File: config.mk
export PLATFORM = sky130hd
export DESIGN_NAME = hazard_issue_ctrl_flat
export DESIGN_NICKNAME = d
export VERILOG_FILES = /design/src/rtl/hazard_issue_ctrl_pkg.sv /design/src/rtl/hazard_issue_ctrl_if.sv /design/src/rtl/hazard_issue_ctrl_haz_scoreboard.sv /design/src/rtl/hazard_issue_ctrl.sv /design/src/flat_wrapper.sv
export SDC_FILE = /design/constraint.sdc
export NUM_CORES = 1
export LEC_CHECK = 0
export CAP_MARGIN = 20
export CORE_UTILIZATION = 50
export CTS_BUF_LIST = sky130_fd_sc_hd__clkbuf_8 sky130_fd_sc_hd__clkbuf_16
export DETAILED_ROUTE_END_ITERATION = 12
export HOLD_SLACK_MARGIN = 0.03
export PLACE_DENSITY_LB_ADDON = 0.25
export REMOVE_ABC_BUFFERS = 1
export SLEW_MARGIN = 20
export SYNTH_ARGS = -nofsm -noshare
export SYNTH_HDL_FRONTEND = slang
export SYNTH_SLANG_ARGS = --single-unit
File: constraint.sdc
create_clock -name clk -period 2.5 [get_ports clk]
set_clock_uncertainty 0.1 [all_clocks]
set_input_delay 0.625 -clock clk [delete_from_list [all_inputs] [get_ports clk]]
set_output_delay 0.625 -clock clk [all_outputs]
set_load 0.01 [all_outputs]
File: src/rtl/hazard_issue_ctrl_pkg.sv
// Shared definitions for the hazard-aware fetch/issue sequencer:
// opcodes, field positions, FSM states and the instruction decoder.
package hazard_issue_ctrl_pkg;

    localparam logic [2:0]  OP_R   = 3'b000;
    localparam logic [2:0]  OP_I1  = 3'b001;
    localparam logic [2:0]  OP_I2  = 3'b010;
    localparam logic [2:0]  OP_BR  = 3'b100;

    localparam logic [15:0] NOP_INST = 16'h0000;

    // Field slices of the 16-bit instruction word
    localparam int OP_LSB    = 13;
    localparam int SRC_A_LSB = 0;   // R-type second source
    localparam int SRC_B_LSB = 3;   // R-type first source, I-type source
    localparam int DST_R_LSB = 6;   // R-type destination
    localparam int DST_I_LSB = 0;   // I-type destination
    localparam int REG_W     = 3;

    typedef enum logic [1:0] {
        RUN,
        RAW_STALL,
        BR_WAIT
    } state_t;

    typedef struct packed {
        logic             rd0_en;
        logic [REG_W-1:0] rd0;
        logic             rd1_en;
        logic [REG_W-1:0] rd1;
        logic             wr_en;
        logic [REG_W-1:0] wr;
        logic             is_br;
    } dec_t;

    // Register read/write usage of one instruction word
    function automatic dec_t decode_inst(input logic [15:0] inst);
        dec_t d;
        d     = '0;
        d.rd0 = inst[SRC_A_LSB +: REG_W];
        d.rd1 = inst[SRC_B_LSB +: REG_W];
        case (inst[OP_LSB +: 3])
            OP_R: begin
                d.rd0_en = 1'b1;
                d.rd1_en = 1'b1;
                d.wr_en  = 1'b1;
                d.wr     = inst[DST_R_LSB +: REG_W];
            end
            OP_I1, OP_I2: begin
                d.rd1_en = 1'b1;
                d.wr_en  = 1'b1;
                d.wr     = inst[DST_I_LSB +: REG_W];
            end
            OP_BR:   d.is_br = 1'b1;
            default: d.is_br = 1'b0;
        endcase
        return d;
    endfunction

endpackage

File: src/rtl/hazard_issue_ctrl_if.sv
// Instruction-memory, branch-resolution and decode-side signals of the
// issue sequencer. master = sequencer, slave = memory/execute/decode side.
interface hazard_issue_ctrl_if;
    logic [7:0]  imem_addr;
    logic [15:0] imem_data;
    logic        br_taken;
    logic [7:0]  br_target;
    logic [15:0] id_inst;
    logic        id_valid;

    modport master (
        output imem_addr, id_inst, id_valid,
        input  imem_data, br_taken, br_target
    );

    modport slave (
        input  imem_addr, id_inst, id_valid,
        output imem_data, br_taken, br_target
    );
endinterface

File: src/rtl/hazard_issue_ctrl_haz_scoreboard.sv
// Write scoreboard: a shift register of recently issued destinations and a
// parallel compare against the read fields of the instruction being fetched.
// HAZ_FORWARD_EN: only the newest entry is compared, since older results
// reach decode through the forwarding path.
module haz_scoreboard
    import hazard_issue_ctrl_pkg::*;
#(
    parameter int DEPTH = 3
) (
    input  logic             clk,
    input  logic             rst_n,
    input  logic             en_i,
    input  logic             push_valid_i,
    input  logic [REG_W-1:0] push_dest_i,
    input  logic             rd0_en_i,
    input  logic [REG_W-1:0] rd0_addr_i,
    input  logic             rd1_en_i,
    input  logic [REG_W-1:0] rd1_addr_i,
    output logic             hazard_o
);
`ifdef HAZ_FORWARD_EN
    localparam int CMP_N = 1;
`else
    localparam int CMP_N = DEPTH;
`endif

    logic [DEPTH-1:0] vld_q;
    logic [REG_W-1:0] dst_q [DEPTH];
    logic [CMP_N-1:0] hit_d;

    // Shift one slot per unfrozen cycle; head takes the issued write
    always_ff @(posedge clk or negedge rst_n) begin
        if (!rst_n) begin
            vld_q <= '0;
            for (int i = 0; i < DEPTH; i++) dst_q[i] <= '0;
        end else if (en_i) begin
            vld_q[0] <= push_valid_i;
            dst_q[0] <= push_dest_i;
            for (int i = 1; i < DEPTH; i++) begin
                vld_q[i] <= vld_q[i-1];
                dst_q[i] <= dst_q[i-1];
            end
        end
    end

    genvar gi;
    generate
        for (gi = 0; gi < CMP_N; gi++) begin : g_cmp
            assign hit_d[gi] = vld_q[gi] &&
                               ((rd0_en_i && (rd0_addr_i == dst_q[gi])) ||
                                (rd1_en_i && (rd1_addr_i == dst_q[gi])));
        end
    endgenerate

    assign hazard_o = |hit_d;

endmodule

File: src/rtl/hazard_issue_ctrl.sv
// Fetch/issue sequencer: issues one instruction per cycle, inserting
// bubbles on RAW hazards and after branches, and redirects the PC on a
// taken branch. Optional macro HAZ_FORWARD_EN shortens RAW stalls to one
// bubble (see haz_scoreboard).
module hazard_issue_ctrl
    import hazard_issue_ctrl_pkg::*;
#(
    parameter int RAW_DEPTH  = 3,
    parameter int BR_BUBBLES = 2
) (
    input  logic                clk,
    input  logic                rst_n,
    input  logic                stall_in,
    hazard_issue_ctrl_if.master bus,
    output logic [15:0]         stall_cycles
);
    localparam int BCW = (BR_BUBBLES < 2) ? 1 : $clog2(BR_BUBBLES + 1);

    state_t          state_q;
    logic [7:0]      pc_q;
    logic [15:0]     id_inst_q;
    logic            id_valid_q;
    logic [15:0]     stall_cnt_q;
    logic [BCW-1:0]  bcnt_q;

    dec_t            dec_d;
    logic            hazard_d;
    logic            issue_d;
    logic            push_valid_d;

    assign dec_d        = decode_inst(bus.imem_data);
    assign issue_d      = (state_q != BR_WAIT) && !hazard_d;
    assign push_valid_d = issue_d && dec_d.wr_en;

    haz_scoreboard #(
        .DEPTH (RAW_DEPTH)
    ) u_sb (
        .clk          (clk),
        .rst_n        (rst_n),
        .en_i         (!stall_in),
        .push_valid_i (push_valid_d),
        .push_dest_i  (dec_d.wr),
        .rd0_en_i     (dec_d.rd0_en),
        .rd0_addr_i   (dec_d.rd0),
        .rd1_en_i     (dec_d.rd1_en),
        .rd1_addr_i   (dec_d.rd1),
        .hazard_o     (hazard_d)
    );

    // Issue FSM with registered decode outputs, PC and bubble counter
    always_ff @(posedge clk or negedge rst_n) begin
        if (!rst_n) begin
            state_q     <= RUN;
            pc_q        <= 8'd0;
            id_inst_q   <= NOP_INST;
            id_valid_q  <= 1'b0;
            stall_cnt_q <= 16'd0;
            bcnt_q      <= '0;
        end else if (!stall_in) begin
            if (!issue_d) begin
                id_inst_q  <= NOP_INST;
                id_valid_q <= 1'b0;
                if (stall_cnt_q != 16'hFFFF) stall_cnt_q <= stall_cnt_q + 16'd1;
            end
            case (state_q)
                RUN, RAW_STALL: begin
                    if (hazard_d) begin
                        state_q <= RAW_STALL;
                    end else begin
                        id_inst_q  <= bus.imem_data;
                        id_valid_q <= 1'b1;
                        pc_q       <= pc_q + 8'd1;
                        if (dec_d.is_br) begin
                            bcnt_q  <= BCW'(BR_BUBBLES);
                            state_q <= BR_WAIT;
                        end else begin
                            state_q <= RUN;
                        end
                    end
                end
                BR_WAIT: begin
                    // Branch outcome is only trusted on the last bubble
                    if (bcnt_q == BCW'(1)) begin
                        if (bus.br_taken) pc_q <= bus.br_target;
                        state_q <= RUN;
                    end else begin
                        bcnt_q <= bcnt_q - BCW'(1);
                    end
                end
                default: state_q <= RUN;
            endcase
        end
    end

    assign bus.imem_addr = pc_q;
    assign bus.id_inst   = id_inst_q;
    assign bus.id_valid  = id_valid_q;
    assign stall_cycles  = stall_cnt_q;

endmodule

File: src/flat_wrapper.sv
// flat-port wrapper written by rule: the top's interface ports become plain ports
module hazard_issue_ctrl_flat import hazard_issue_ctrl_pkg::*;
#(
    parameter int RAW_DEPTH  = 3,
    parameter int BR_BUBBLES = 2
)
  (clk, rst_n, stall_in, stall_cycles, bus_imem_addr, bus_id_inst, bus_id_valid, bus_imem_data, bus_br_taken, bus_br_target);
  hazard_issue_ctrl_if bus_i ();
  input  logic clk;
  input  logic rst_n;
  input  logic stall_in;
  output logic [15:0] stall_cycles;
  output wire logic [$bits(bus_i.imem_addr)-1:0] bus_imem_addr;
  output wire logic [$bits(bus_i.id_inst)-1:0] bus_id_inst;
  output wire logic [$bits(bus_i.id_valid)-1:0] bus_id_valid;
  input wire logic [$bits(bus_i.imem_data)-1:0] bus_imem_data;
  input wire logic [$bits(bus_i.br_taken)-1:0] bus_br_taken;
  input wire logic [$bits(bus_i.br_target)-1:0] bus_br_target;
  assign bus_imem_addr = bus_i.imem_addr;
  assign bus_id_inst = bus_i.id_inst;
  assign bus_id_valid = bus_i.id_valid;
  assign bus_i.imem_data = bus_imem_data;
  assign bus_i.br_taken = bus_br_taken;
  assign bus_i.br_target = bus_br_target;
  hazard_issue_ctrl #(.RAW_DEPTH(RAW_DEPTH), .BR_BUBBLES(BR_BUBBLES)) u_core (.clk(clk), .rst_n(rst_n), .stall_in(stall_in), .bus(bus_i), .stall_cycles(stall_cycles));
endmodule
==> run_results.csv <==
group,metric,value,unit
outcome,status,"completed",
global_route,grt_max_degree,25,
setup_path,path_class,"in -> reg",
timing,period_share,91.8,%
timing,hold_viol,0,
final_layout,num_antenna_cells,0,
floorplan,die_w,79.1,um
logic_synthesis,synth_top_area_share,48.0,%
clocking,clkSinkCount,57,
logic_synthesis,ys_seq_area_share,48.0,%
floorplan,core,0.00561,sq mm
logic_synthesis,syn_inst,277,
hold_path,hold_path_class,"in -> async",
clocking,cts_tree,"built",
global_route,grt_overflow_total,0,
setup_path,startpoint_type,"input pin",
logic_synthesis,synth.distinct_cells,44,
setup_path,required,2.66,ns
timing,tightestPinTransition,0.714,ns
global_route,first_global_vias,2462,
clocking,htree_levels,3,
clocking,holdBufCountCts,0,
routing,drcViolationCount,0,
placed_design,dpl_cell_area,0.00387,sq mm
routing,postRouteAntennaNets,0,
floorplan,io_pins,69,
routing,wirelength,6.82,mm
floorplan,start_util,53.0,%
setup_path,path_max_fanout,4,
floorplan,rows,27,
clocking,cts_max_path_buffers,2,
placed_design,gp_congestion,0.794,
logic_synthesis,syn_area_per_cell,10.7,sq um
job,maxCapViolations,0,
clocking,clkLatencyLatePin,0.34,ns
setup_path,crit_path_end_kind,"flop",
global_route,grt_pass1_wl,11.4,mm
logic_synthesis,ys.flop_type,"dfrtp_1",
timing,max_freq,0.436,GHz
global_route,antenna_found_initial,0,
logic_synthesis,syn_area,0.00297,sq mm
timing,min_period,2.29,ns
final_layout,fin_nets,400,
timing,holdWs,0.118,ns
power,leakagePower,1.82,nW
timing,setup_violations,0,
routing,routedWlPerCell,15.3,um
logic_synthesis,ys_ff_latch,57,
global_route,track_usage,24.1,%
final_layout,design_area,0.00409,sq mm
placed_design,port_buffers,68,
logic_synthesis,yosysWarnings,0,
logic_synthesis,yosysMostFrequentCell,"dfrtp_1",
timing,finalSetupTns,0,ns
final_layout,area_growth,37.7,%
timing,rsz0062_at_grt,"false",
clocking,cts_root_buffer,"clkbuf_8",
clocking,cts-buffers-inserted,9,
timing,max_slew_margin,51.9,%
clocking,path_clk_slew,0.07,ns
logic_synthesis,yosysTopAreaCell,"dfrtp_1",
power,power.density,904,mW/mm^2
setup_path,reg2reg_from,"u_core.stall_cycles[0]$_DFFE_PN0P_",
placed_design,place_hpwl,4.96,mm
final_layout,nFillCells,438,
setup_path,crit_path_start,"bus_imem_data[13]",
floorplan,fp.dieH,79.1,um
floorplan,die_area,0.00625,sq mm
power,vdd_drop_max,0.471,mV
timing,drv_slew,0,
final_layout,layout-drive-gt1-share,18.2,%
logic_synthesis,synthTopCellsByArea,"dfrtp_1 (48%), xnor2_1 (6.2%), a22o_1 (4.7%), a21oi_1 (3.5%), mux2_2 (3.4%)",
logic_synthesis,synthArstFlopShare,100,%
routing,first_iter_violations,80,
logic_synthesis,synth_edf_count,0,
routing,vias,2471,
routing,vias_per_cell,5.54,
routing,drt_pass1_iterations,4,
logic_synthesis,synthTopCellsByCount,"dfrtp_1 (57), nand2_1 (26), a21oi_1 (21), xnor2_1 (21), nor2_1 (18)",
setup_path,crit_arrival,2.46,ns
## report_power, final
part	total (mW)	internal, mW	leakage [nW]	switching, mW
Sequential	1.42	1.16	0.720	0.259
Combinational	1.43	0.772	1.01	0.659
Clock	0.852	0.479	0.0995	0.372
## sequential cells by signal (all words and copies together), names as in the netlist
| name | flops |
|---|---|
| u_core.bus.imem_addr | 8 |
| u_core.u_sb.dst_q | 9 |
| u_core.state_q | 2 |
| u_core.stall_cycles | 16 |
| u_core.u_sb.vld_q | 3 |
| u_core.bcnt_q | 2 |
| u_core.bus.id_inst | 16 |
| u_core.bus.id_valid | 1 |
## critical path, cell delays in order
cell             delay [ns]
clkdlybuf4s50_1        0.47
a21oi_1                0.25
inv_1                  0.11
a31oi_4                0.23
buf_12                 0.16
nor2_4                 0.05
a2111oi_2              0.35
mux2i_1                0.22
## layer usage
metal | wire [um] | vias up | track usage, % | part of all wire, %
li1 | - | 1180 | - | -
met1 | 2920 | 1207 | 30.7 | 43
met2 | 3410 | 77 | 38.7 | 50
met3 | 409 | 7 | 6.67 | 6.0
met4 | 85 | 0 | 9.45 | 1.2
met5 | 0 | - | 0 | 0
## through the flow
stage               worst slack, ns  instances  power [mW]  utilization, %
floorplan                     0.255        264        2.11               -
global placement             -0.245        429        2.81            69.0
detailed placement           -0.294        429        2.86            69.0
CTS                          0.0476        445        3.72            72.5
global route                  0.103        446        3.94            72.9
finish                        0.205        446        3.70            72.9
## final timing paths
path                            cells past startpoint                                   to  slack, ns
worst max-delay path                                8  u_core.stall_cycles[12]$_DFFE_PN0P_       0.21
worst min-delay path                                1   u_core.stall_cycles[6]$_DFFE_PN0P_       0.12
worst max register to register                      9  u_core.stall_cycles[14]$_DFFE_PN0P_       0.34
worst min register to register                      1  u_core.stall_cycles[10]$_DFFE_PN0P_       0.39
max in group asynchronous                           2     u_core.u_sb.dst_q[1]$_DFFE_PN0N_       1.60
min in group clk                                    1  u_core.stall_cycles[10]$_DFFE_PN0P_       0.39
## final cells by class
type	instances	area, sq um	area share (%)
clock buffers	10	138	3.36
clock inverters	6	58.8	1.44
inverters	9	33.8	0.826
multi-input cells	198	1420	34.7
flip-flops and latches	57	1430	34.9
well taps	72	90.1	2.20
repair buffers	94	923	22.6
## repair_timing
action / CTS / global route
setup buffers: 0 / 1
hold endpoints to repair: 0 / 0
resized for setup: 0 / 6
endpoints found under the setup margin: 0 / 21
## cells in the final DEF (no fill, tap or decap), types with 3 or more instances in the layout
cell	Yosys	layout
clkdlybuf4s50_1	0	61
dfrtp_1	57	57
nand2_1	26	26
buf_4	0	23
xnor2_1	21	21
a21oi_1	21	21
nor2_1	18	18
a22o_1	16	16
nand3_1	13	13
xor2_1	11	11
o21ai_0	10	10
clkbuf_8	0	10
inv_1	8	9
mux2_2	9	9
nand4_1	6	6
dlymetal6s2s_1	0	6
nor3_2	4	4
and3_1	4	4
nor3_1	3	3
a22oi_1	3	3
o22ai_1	3	3
o31ai_1	3	3
ha_1	3	3
buf_12	0	3
## logic make-up (layout without fill, tap and decap cells)
group           after synthesis  in the layout  synth area share, %
fa+ha+maj                     3              3                 1.26
compound gates               71             71                 18.7
xor+xnor                     32             32                 9.44
simple gates                 81             81                 14.4
buf+inv                      22            119                 4.17
mux                          11             11                 4.09
flops                        57             57                 48.0
Note: power is estimated with default switching activity, not from simulation.
